==> config.mk <==
export PLATFORM = sky130hd
export DESIGN_NAME = ram_port_arbiter
export DESIGN_NICKNAME = d
export VERILOG_FILES = /design/src/rtl/ram_port_arbiter_pkg.sv /design/src/rtl/ram_port_arbiter_rr_arbiter.sv /design/src/rtl/ram_port_arbiter.sv
export SDC_FILE = /design/constraint.sdc
export NUM_CORES = 1
export LEC_CHECK = 0
export BUFFER_PORTS_ARGS = -buffer_cell sky130_fd_sc_hd__buf_2
export CELL_PAD_IN_SITES_DETAIL_PLACEMENT = 0
export CELL_PAD_IN_SITES_GLOBAL_PLACEMENT = 2
export CORE_AREA = 5 5 192 194
export CTS_CLUSTER_SIZE = 10
export DETAILED_ROUTE_END_ITERATION = 8
export DIE_AREA = 0 0 197 199
export GPL_TIMING_DRIVEN = 0
export PLACE_DENSITY = 0.89
export SYNTH_ARGS = -nofsm -noshare
export SYNTH_HDL_FRONTEND = slang
export SYNTH_SLANG_ARGS = --single-unit
==> constraint.sdc <==
create_clock -name clk -period 9.5 [get_ports clk]
set_input_delay 1.9 -clock clk [delete_from_list [all_inputs] [get_ports clk]]
set_output_delay 1.9 -clock clk [all_outputs]
set_load 0.05 [all_outputs]
==> src/rtl/ram_port_arbiter_pkg.sv <==
// ram_port_arbiter_pkg
// Shared constants for the RAM port arbiter slice: default address/data
// widths, the fixed read latency of the RAM port as seen by requesters, and
// the requester-id width helper used to size the grant index and the
// response routing pipeline.
package ram_port_arbiter_pkg;

  localparam int unsigned ADDR_WIDTH_DEF = 8;
  localparam int unsigned DATA_WIDTH_DEF = 64;
  localparam int unsigned REQUESTERS_DEF = 4;

  // Edges between the command register and the response cycle.
  localparam int unsigned RD_LATENCY = 2;

  // Width of an encoded requester index; never narrower than one bit.
  function automatic int unsigned id_width(input int unsigned n);
    return (n < 2) ? 1 : $clog2(n);
  endfunction

  localparam int unsigned ID_WIDTH = id_width(REQUESTERS_DEF);

endpackage

==> src/rtl/ram_port_arbiter_rr_arbiter.sv <==
// rr_arbiter
// Purely combinational round-robin grant. The search begins one past the
// last granted requester and wraps, so the previous winner has lowest
// priority.
//   vld        in  N    request valid per requester
//   last_grant in  IDW  index of the most recently accepted requester
//   gnt        out N    one-hot-or-zero grant
//   gnt_idx    out IDW  encoded index of the granted requester (0 if none)
//   gnt_any    out 1    a grant is being issued
module rr_arbiter
  import ram_port_arbiter_pkg::*;
#(
  parameter int unsigned N   = REQUESTERS_DEF,
  parameter int unsigned IDW = id_width(N)
) (
  input  logic [N-1:0]   vld,
  input  logic [IDW-1:0] last_grant,
  output logic [N-1:0]   gnt,
  output logic [IDW-1:0] gnt_idx,
  output logic           gnt_any
);

  logic [IDW-1:0] sel;

  always_comb begin
    gnt     = '0;
    gnt_idx = '0;
    gnt_any = 1'b0;
    sel     = '0;
    // Offsets 1..N visit every requester exactly once, ending on last_grant.
    for (int unsigned k = 1; k <= N; k++) begin
      sel = IDW'((32'(last_grant) + k) % N);
      if (!gnt_any && vld[sel]) begin
        gnt[sel] = 1'b1;
        gnt_idx  = sel;
        gnt_any  = 1'b1;
      end
    end
  end

endmodule

==> src/rtl/ram_port_arbiter.sv <==
// ram_port_arbiter
// Shares one port of an external write-first RAM between REQUESTERS
// requesters. A round-robin arbiter accepts at most one request per cycle,
// the accepted request is registered as the RAM command, and a two-stage
// id pipeline routes read data back to the requester that issued it.
//   clk, rst             clock, asynchronous active-high reset
//   req_vld/req_we       per-requester valid and write(1)/read(0)
//   req_addr/req_din     packed per-requester address and write data
//   req_rdy              one-hot-or-zero grant (combinational)
//   resp_vld             one-hot-or-zero read-data valid
//   resp_dout            read data, shared, qualified by resp_vld
//   ram_addr/din/en/we   registered RAM command
//   ram_dout             RAM read data, valid one cycle after sampling
module ram_port_arbiter
  import ram_port_arbiter_pkg::*;
#(
  parameter int unsigned ADDR_WIDTH = ADDR_WIDTH_DEF,
  parameter int unsigned DATA_WIDTH = DATA_WIDTH_DEF,
  parameter int unsigned REQUESTERS = REQUESTERS_DEF
) (
  input  logic                             clk,
  input  logic                             rst,
  input  logic [REQUESTERS-1:0]            req_vld,
  input  logic [REQUESTERS-1:0]            req_we,
  input  logic [REQUESTERS*ADDR_WIDTH-1:0] req_addr,
  input  logic [REQUESTERS*DATA_WIDTH-1:0] req_din,
  output logic [REQUESTERS-1:0]            req_rdy,
  output logic [REQUESTERS-1:0]            resp_vld,
  output logic [DATA_WIDTH-1:0]            resp_dout,
  output logic [ADDR_WIDTH-1:0]            ram_addr,
  output logic [DATA_WIDTH-1:0]            ram_din,
  output logic                             ram_en,
  output logic                             ram_we,
  input  logic [DATA_WIDTH-1:0]            ram_dout
);

  localparam int unsigned IDW = id_width(REQUESTERS);

  logic [ADDR_WIDTH-1:0] addr_arr [REQUESTERS];
  logic [DATA_WIDTH-1:0] din_arr  [REQUESTERS];

  for (genvar g = 0; g < REQUESTERS; g++) begin : g_unpack
    assign addr_arr[g] = req_addr[g*ADDR_WIDTH +: ADDR_WIDTH];
    assign din_arr[g]  = req_din[g*DATA_WIDTH +: DATA_WIDTH];
  end

  logic [REQUESTERS-1:0] gnt;
  logic [IDW-1:0]        gnt_idx;
  logic                  gnt_any;

  logic [IDW-1:0]        last_grant_q, last_grant_d;
  logic [ADDR_WIDTH-1:0] ram_addr_q, ram_addr_d;
  logic [DATA_WIDTH-1:0] ram_din_q, ram_din_d;
  logic                  ram_en_q, ram_en_d;
  logic                  ram_we_q, ram_we_d;
  logic [IDW-1:0]        cmd_id_q, cmd_id_d;

  // Read routing pipeline; stage RD_LATENCY-1 lines up with ram_dout.
  logic [RD_LATENCY-1:0]          rd_vld_q, rd_vld_d;
  logic [RD_LATENCY-1:0][IDW-1:0] rd_id_q, rd_id_d;

  rr_arbiter #(
    .N   (REQUESTERS),
    .IDW (IDW)
  ) u_rr (
    .vld        (req_vld),
    .last_grant (last_grant_q),
    .gnt        (gnt),
    .gnt_idx    (gnt_idx),
    .gnt_any    (gnt_any)
  );

  // The grant is combinational; masking it keeps req_rdy low throughout an
  // asynchronous reset even though the request inputs may be active.
  always_comb begin
    req_rdy = rst ? '0 : gnt;
  end

  always_comb begin
    last_grant_d = last_grant_q;
    ram_addr_d   = ram_addr_q;
    ram_din_d    = ram_din_q;
    ram_en_d     = 1'b0;
    ram_we_d     = 1'b0;
    cmd_id_d     = cmd_id_q;
    if (gnt_any) begin
      last_grant_d = gnt_idx;
      ram_addr_d   = addr_arr[gnt_idx];
      ram_din_d    = din_arr[gnt_idx];
      ram_en_d     = 1'b1;
      ram_we_d     = req_we[gnt_idx];
      cmd_id_d     = gnt_idx;
    end
  end

  always_comb begin
    rd_vld_d    = '0;
    rd_id_d     = '0;
    rd_vld_d[0] = ram_en_q & ~ram_we_q;
    rd_id_d[0]  = cmd_id_q;
    for (int unsigned s = 1; s < RD_LATENCY; s++) begin
      rd_vld_d[s] = rd_vld_q[s-1];
      rd_id_d[s]  = rd_id_q[s-1];
    end
  end

  always_ff @(posedge clk or posedge rst) begin
    if (rst) begin
      last_grant_q <= IDW'(REQUESTERS - 1);
      ram_addr_q   <= '0;
      ram_din_q    <= '0;
      ram_en_q     <= 1'b0;
      ram_we_q     <= 1'b0;
      cmd_id_q     <= '0;
      rd_vld_q     <= '0;
      rd_id_q      <= '0;
    end else begin
      last_grant_q <= last_grant_d;
      ram_addr_q   <= ram_addr_d;
      ram_din_q    <= ram_din_d;
      ram_en_q     <= ram_en_d;
      ram_we_q     <= ram_we_d;
      cmd_id_q     <= cmd_id_d;
      rd_vld_q     <= rd_vld_d;
      rd_id_q      <= rd_id_d;
    end
  end

  always_comb begin
    resp_vld = '0;
    for (int unsigned i = 0; i < REQUESTERS; i++) begin
      if (rd_vld_q[RD_LATENCY-1] && (32'(rd_id_q[RD_LATENCY-1]) == i)) begin
        resp_vld[i] = 1'b1;
      end
    end
  end

  assign resp_dout = ram_dout;
  assign ram_addr  = ram_addr_q;
  assign ram_din   = ram_din_q;
  assign ram_en    = ram_en_q;
  assign ram_we    = ram_we_q;

endmodule

; Word-level counts from Yosys, hierarchy flattened
; Cells that the tools add are included.
[totals]
latch_bits = 0
mem_bits_ro = 0
wordCells = 90
memories = 0
input_bits = 362
ff_bits = 84
ramBits = 0
output_inout_bits = 146
[op_classes]
reduce_logical = 15
muxes = 43
shift = 0
n_bitwise = 6
n_mul = 0
n_eq_ne = 3
addsub = 4
n_div = 0
n_lt_le_gt_ge = 10
[ops]
columns = cell, n
row1 = $bmux 64 s2, 1
row2 = $mux 64, 2
row3 = $mux 4, 5
row4 = $mux 1, 19
row5 = $bmux 8 s2, 1
row6 = $mux 8, 2
row7 = $lt 2x3->1 const B, 5
row8 = $or 4x4->4, 3
row9 = $logic_and 1x1->1, 11
row10 = $bmux 1 s2, 5
row11 = $demux 1 s2, 4
row12 = $ge 2x1->1 const B, 4
row13 = $mux 2, 4
row14 = $add 2x1->2 const B, 2
row15 = $add 2x2->2 const B, 2
row16 = $eq 2x2->1 const B, 2
row17 = $ge 3x3->1 const B, 1
row18 = $logic_not 1->1, 3
row19 = $not 2->3, 1
row20 = $eq 2x1->1 const B, 1
row21 = $logic_not 2->1, 1
row22 = $and 1x1->1, 1
row23 = $not 1->1, 1

; Depth between registers and ports, before layout
[depth]
word_depth = 17
mapped_depth = 14
depth_no_buf = 8

; Modules after synthesis
; A second synthesis with hierarchy kept.
[unflattened]
cells_unflattened = 586
hier_area_um2 = 6102.1
[modules_own_cells]
columns = mod, cells_per_inst, seq_area_each_um2, instances, area_per_inst_um2
row1 = ram_port_arbiter, 500, 2104.5, 1, 5472.7
row2 = rr_arbiter, 86, 0.0, 1, 629.4

; Worst setup path after synthesis
; Ideal clock, no wire load.
[synth_path]
kind = input to output
from = input port req_vld[0]
to = output port req_rdy[0]
arrival_time_ns = 3.825
t_required_ns = 7.600
cell_stages = 7
path_slack_ns = 3.775
n_path_buf = 2
cell_sequence = buf_2 -> mux4_2 -> buf_6 -> nor3_1 -> and2_1 -> a221oi_1 -> nor2_1
[synth_via]
elab_chain_cells = 13
[synth_rtl]
columns = item, line_no
row1 = start: declaration, ram_port_arbiter.sv:23  ; input logic [REQUESTERS-1:0] req_vld,
row2 = $bmux 1 s2, ram_port_arbiter_rr_arbiter.sv:33  ; if (!gnt_any && vld[sel]) begin
row3 = $mux 1 (implied by the code), ram_port_arbiter_rr_arbiter.sv:33
row4 = $mux 1, ram_port_arbiter_rr_arbiter.sv:33
row5 = $logic_not 1->1, ram_port_arbiter_rr_arbiter.sv:33
row6 = $logic_and 1x1->1, ram_port_arbiter_rr_arbiter.sv:33
row7 = $mux 1, ram_port_arbiter_rr_arbiter.sv:33
row8 = $logic_not 1->1, ram_port_arbiter_rr_arbiter.sv:33
row9 = $logic_and 1x1->1, ram_port_arbiter_rr_arbiter.sv:33
row10 = $mux 1, ram_port_arbiter_rr_arbiter.sv:33
row11 = $logic_not 1->1, ram_port_arbiter_rr_arbiter.sv:33
row12 = $logic_and 1x1->1, ram_port_arbiter_rr_arbiter.sv:33
row13 = $mux 4 *, ram_port_arbiter_rr_arbiter.sv:33
row14 = $mux 4 *, ram_port_arbiter.sv:76  ; req_rdy = rst ? '0 : gnt;
row15 = end: declaration, ram_port_arbiter.sv:27  ; output logic [REQUESTERS-1:0] req_rdy,
; Every way passes the cells marked *; elsewhere a longest branch is shown, timed or not. The select of a mux whose other input is x is not followed.

; Final worst setup path
; Ends and elaborated chain as after synthesis.

==> flow_metrics.tcl <==
set metrics [dict create \
    status "finished, final reports clean" \
    place_hpwl_um 29300 \
    cp.depth 8 \
    finalCritPeriodShare_pct 59.6 \
    cts_tree "built" \
    netlist_top_cells_count "83 x nor2_1, 82 x dfrtp_1, 75 x nand3_1" \
    crit_family "simple AND/OR/NAND/NOR gates" \
    cts_buffer_depth 2 \
    grt_pass1_wl_um 53200 \
    wl_um 36700 \
    die_x_um 197 \
    syn_area_um2 6720 \
    max_cap_viol_count 0 \
    clk_latency_ps 350 \
    drc 0 \
    grt-ovfl-total 0 \
    postCtsSetupRepairBufs 0 \
    setup_violations 0 \
    synth-seq-cells 84 \
    clock-sinks 84 \
    synthArstFlopShare_pct 100 \
    critPathLaunch "req_vld[0]" \
    power_uw 4860 \
    synthFlopType "dfrtp_1" \
    grt_busiest_layer "met2" \
    numCtsBuffers 9 \
    htree_levels 3 \
    required_ps 7600 \
    vias_per_cell 4.74 \
    yosys_warnings 0 \
    ant_nets 0 \
    synth_largest_area_cell "dfrtp_1" \
    tightest_slew_ps 1100 \
    crit_top_cell "buf_2" \
    endpoint_kind "output port" \
    vdd_ir_drop_max_uv 185 \
    track_usage_pct 17.7 \
    critPathMaxStageDelay_ps 500 \
    critPathMaxFanout 10 \
    fp.dieH_um 199 \
    relSlewSlack_pct 26.4 \
    min_period_ps 5660 \
    rsz0062_at_grt "false" \
    place_area_um2 9530 \
    rr_worst_depth 11 \
    grt_use_met1_pct 21.8 \
    n_antenna_cell 0 \
    first_pass_iters 4 \
    hold_path_class "flop to flop" \
    hold_violations 0 \
    grt_antenna_before_repair 0 \
    grt_pass1_vias 8673 \
    layout.nets 1656 \
    power_density_nw_per_um2 493 \
    use_met3_pct 4.10 \
    synth_top_area_share_pct 30.5 \
    final_core_util_pct 28.1 \
    syn-instance-count 834 \
    avgRoutedWirePerCell_um 20.9 \
    crit_buf_inv 3 \
    root_buffer "clkbuf_16" \
    synthesis.nets 1204 \
    postLayoutCellArea_um2 9850 \
    area_delta_synth_final_pct 46.6 \
    drive_above_1_share_pct 44.4 \
    p_leak_uw 0.00476 \
    io_buffers 440 \
    gp_congestion 0.854 \
    synthTopCellsByArea "dfrtp_1 31%, a21o_1 8.2%, o211ai_1 8.0%, buf_4 7.4%, or3_1 6.8%" \
    ctsHoldBuffers 0 \
    startpoint_type "primary input" \
    r2r_start "last_grant_q[0]" \
    worst_clock_skew_ps 6.83 \
    via_count 8299 \
    r2r_end "ram_din[18]" \
    synthDistinctLibCells 47 \
    grt_max_degree 60 \
    use_met2_pct 30.5 \
    crit_type "primary input to output port" \
    fmax_mhz 177 \
    synth_edf_count 0 \
    yosysMostFrequentCell "nor2_1" \
    syn_avg_cell_area_um2 8.06 \
    critPathSlowestCell "mux4_2" \
    nFillCells 3920 \
    die_area_um2 39200 \
    drt_iter0_drc 380 \
    crit_path_end "req_rdy[0]" \
    slew_viol_final 0 \
    path_cells "buf_2, mux4_2, buf_6, nor3_1, and2_1, a221oi_1, nor2_1, buf_2" \
    setup_tns_ps 0 \
    clk_pin_slew_ps 70 \
    ff2ff_setup_slack_ps 5110 \
    crit_arrival_ps 3760 \
    core_area_um2 35100 \
    ctsResizeCount 0 \
    fp-row-count 69 \
    ios 508 \
    ys_seq_area_share_pct 31.3 \
    initial_utilization_pct 19.2 \
]
==> worst min path at each step <==
stage / start / endpoint / slack (ps) / cells past startpoint
after floorplan: rd_id_d[2] / rd_id_q[2] / 330 / 0
after global routing: rd_id_d[3] / rd_id_q[3] / 370 / 0
after detailed placement: rd_vld_q[0] / rd_vld_q[1] / 340 / 0
after CTS: rd_vld_q[0] / rd_vld_q[1] / 360 / 0
final: rd_vld_q[0] / rd_vld_q[1] / 360 / 0
after global placement: rd_vld_q[0] / rd_vld_q[1] / 340 / 0
==> flip-flops by register name, indices dropped and copies added (netlist names) <==
signal / count
cmd_id_q: 2
ram_addr: 8
rd_id_d: 2
rd_vld_q: 2
ram_we: 1
rd_id_q: 2
ram_en: 1
last_grant_q: 2
ram_din: 64
==> cells in the final DEF (no fill, tap or decap), types with 2 or more instances in the layout <==
master     netlist  routed
buf_2           24     464
mux4_2           4       4
mux2i_1          3       3
o21ai_1          2       2
inv_6            0       2
nand2_1          3       3
inv_1            4       3
a211oi_1         3       3
nand2b_1         3       3
buf_6           11      11
buf_1            4       4
clkbuf_16        0       9
a22oi_1          4       4
a31oi_1         71      71
a21o_1          73      73
nor2b_1          3       3
bufinv_16        0       2
or3_1           73      73
a221oi_1         4       4
ha_1             8       8
clkbuf_1        55      55
and3_1           3       3
a21oi_1          4       4
dfrtp_1         82      82
o21ai_0         71      71
nor2_1          83      83
dfstp_2          2       2
nor3b_1          3       3
a211o_1          2       2
o211ai_1        72      72
nand3_1         75      75
nor3_1           2       2
buf_4           66      66
==> worst register-to-register path: cells and delay by family, from the launching register on <==
kind,cells,cell delay (ps)
and+or+nand+nor,1,670
AOI/OAI and AO/OA,1,250
DFF,1,600
muxes,1,560
adders and majority gates,1,320
buffers and inverters,7,1900
==> through the flow <==
step / std cells / hold slack [ps] / worst slack, ps
2_1_floorplan: 834 / 331 / 3780
3_3_place_gp: 1735 / 338 / 3790
3_5_place_dp: 1736 / 343 / 3840
4_1_cts: 1752 / 361 / 3850
5_1_grt: 1752 / 366 / 3670
6_report: 1752 / 357 / 3840
==> per-layer routing <==
layer | wire (µm) | share of wire [%]
met1 | 15000 | 41
met2 | 18200 | 50
met3 | 2600 | 7.1
met4 | 898 | 2.4
met5 | 0 | 0
==> logic make-up after synthesis <==
group | Yosys count | share of synthesized area [%]
buffers and inverters | 165 | 14.6
multiplexers | 8 | 1.95
flip-flops | 84 | 31.3
AND/OR/NAND/NOR | 254 | 19.4
adder cells (fa/ha/maj) | 8 | 1.49
AO/OA/AOI/OAI | 315 | 31.3
==> power by group <==
part           internal (µW)  switching (µW)  total, µW
combinational           1220            2520       3740
sequential               591             119        710
clock                    233             174        407
==> final cells by class <==
cell class                 count  area, µm²  area share, %
clock inverter                 7       98.8           1.00
inverter                       5       21.3          0.216
timing repair buffer         441       2230           22.6
tap                          461        577           5.85
sequential                    84       2100           21.4
multi-input combinational    585       3640           36.9
buffer                       160        961           9.75
clock buffer                   9        225           2.29
Note: power is estimated with default switching activity, not from simulation.
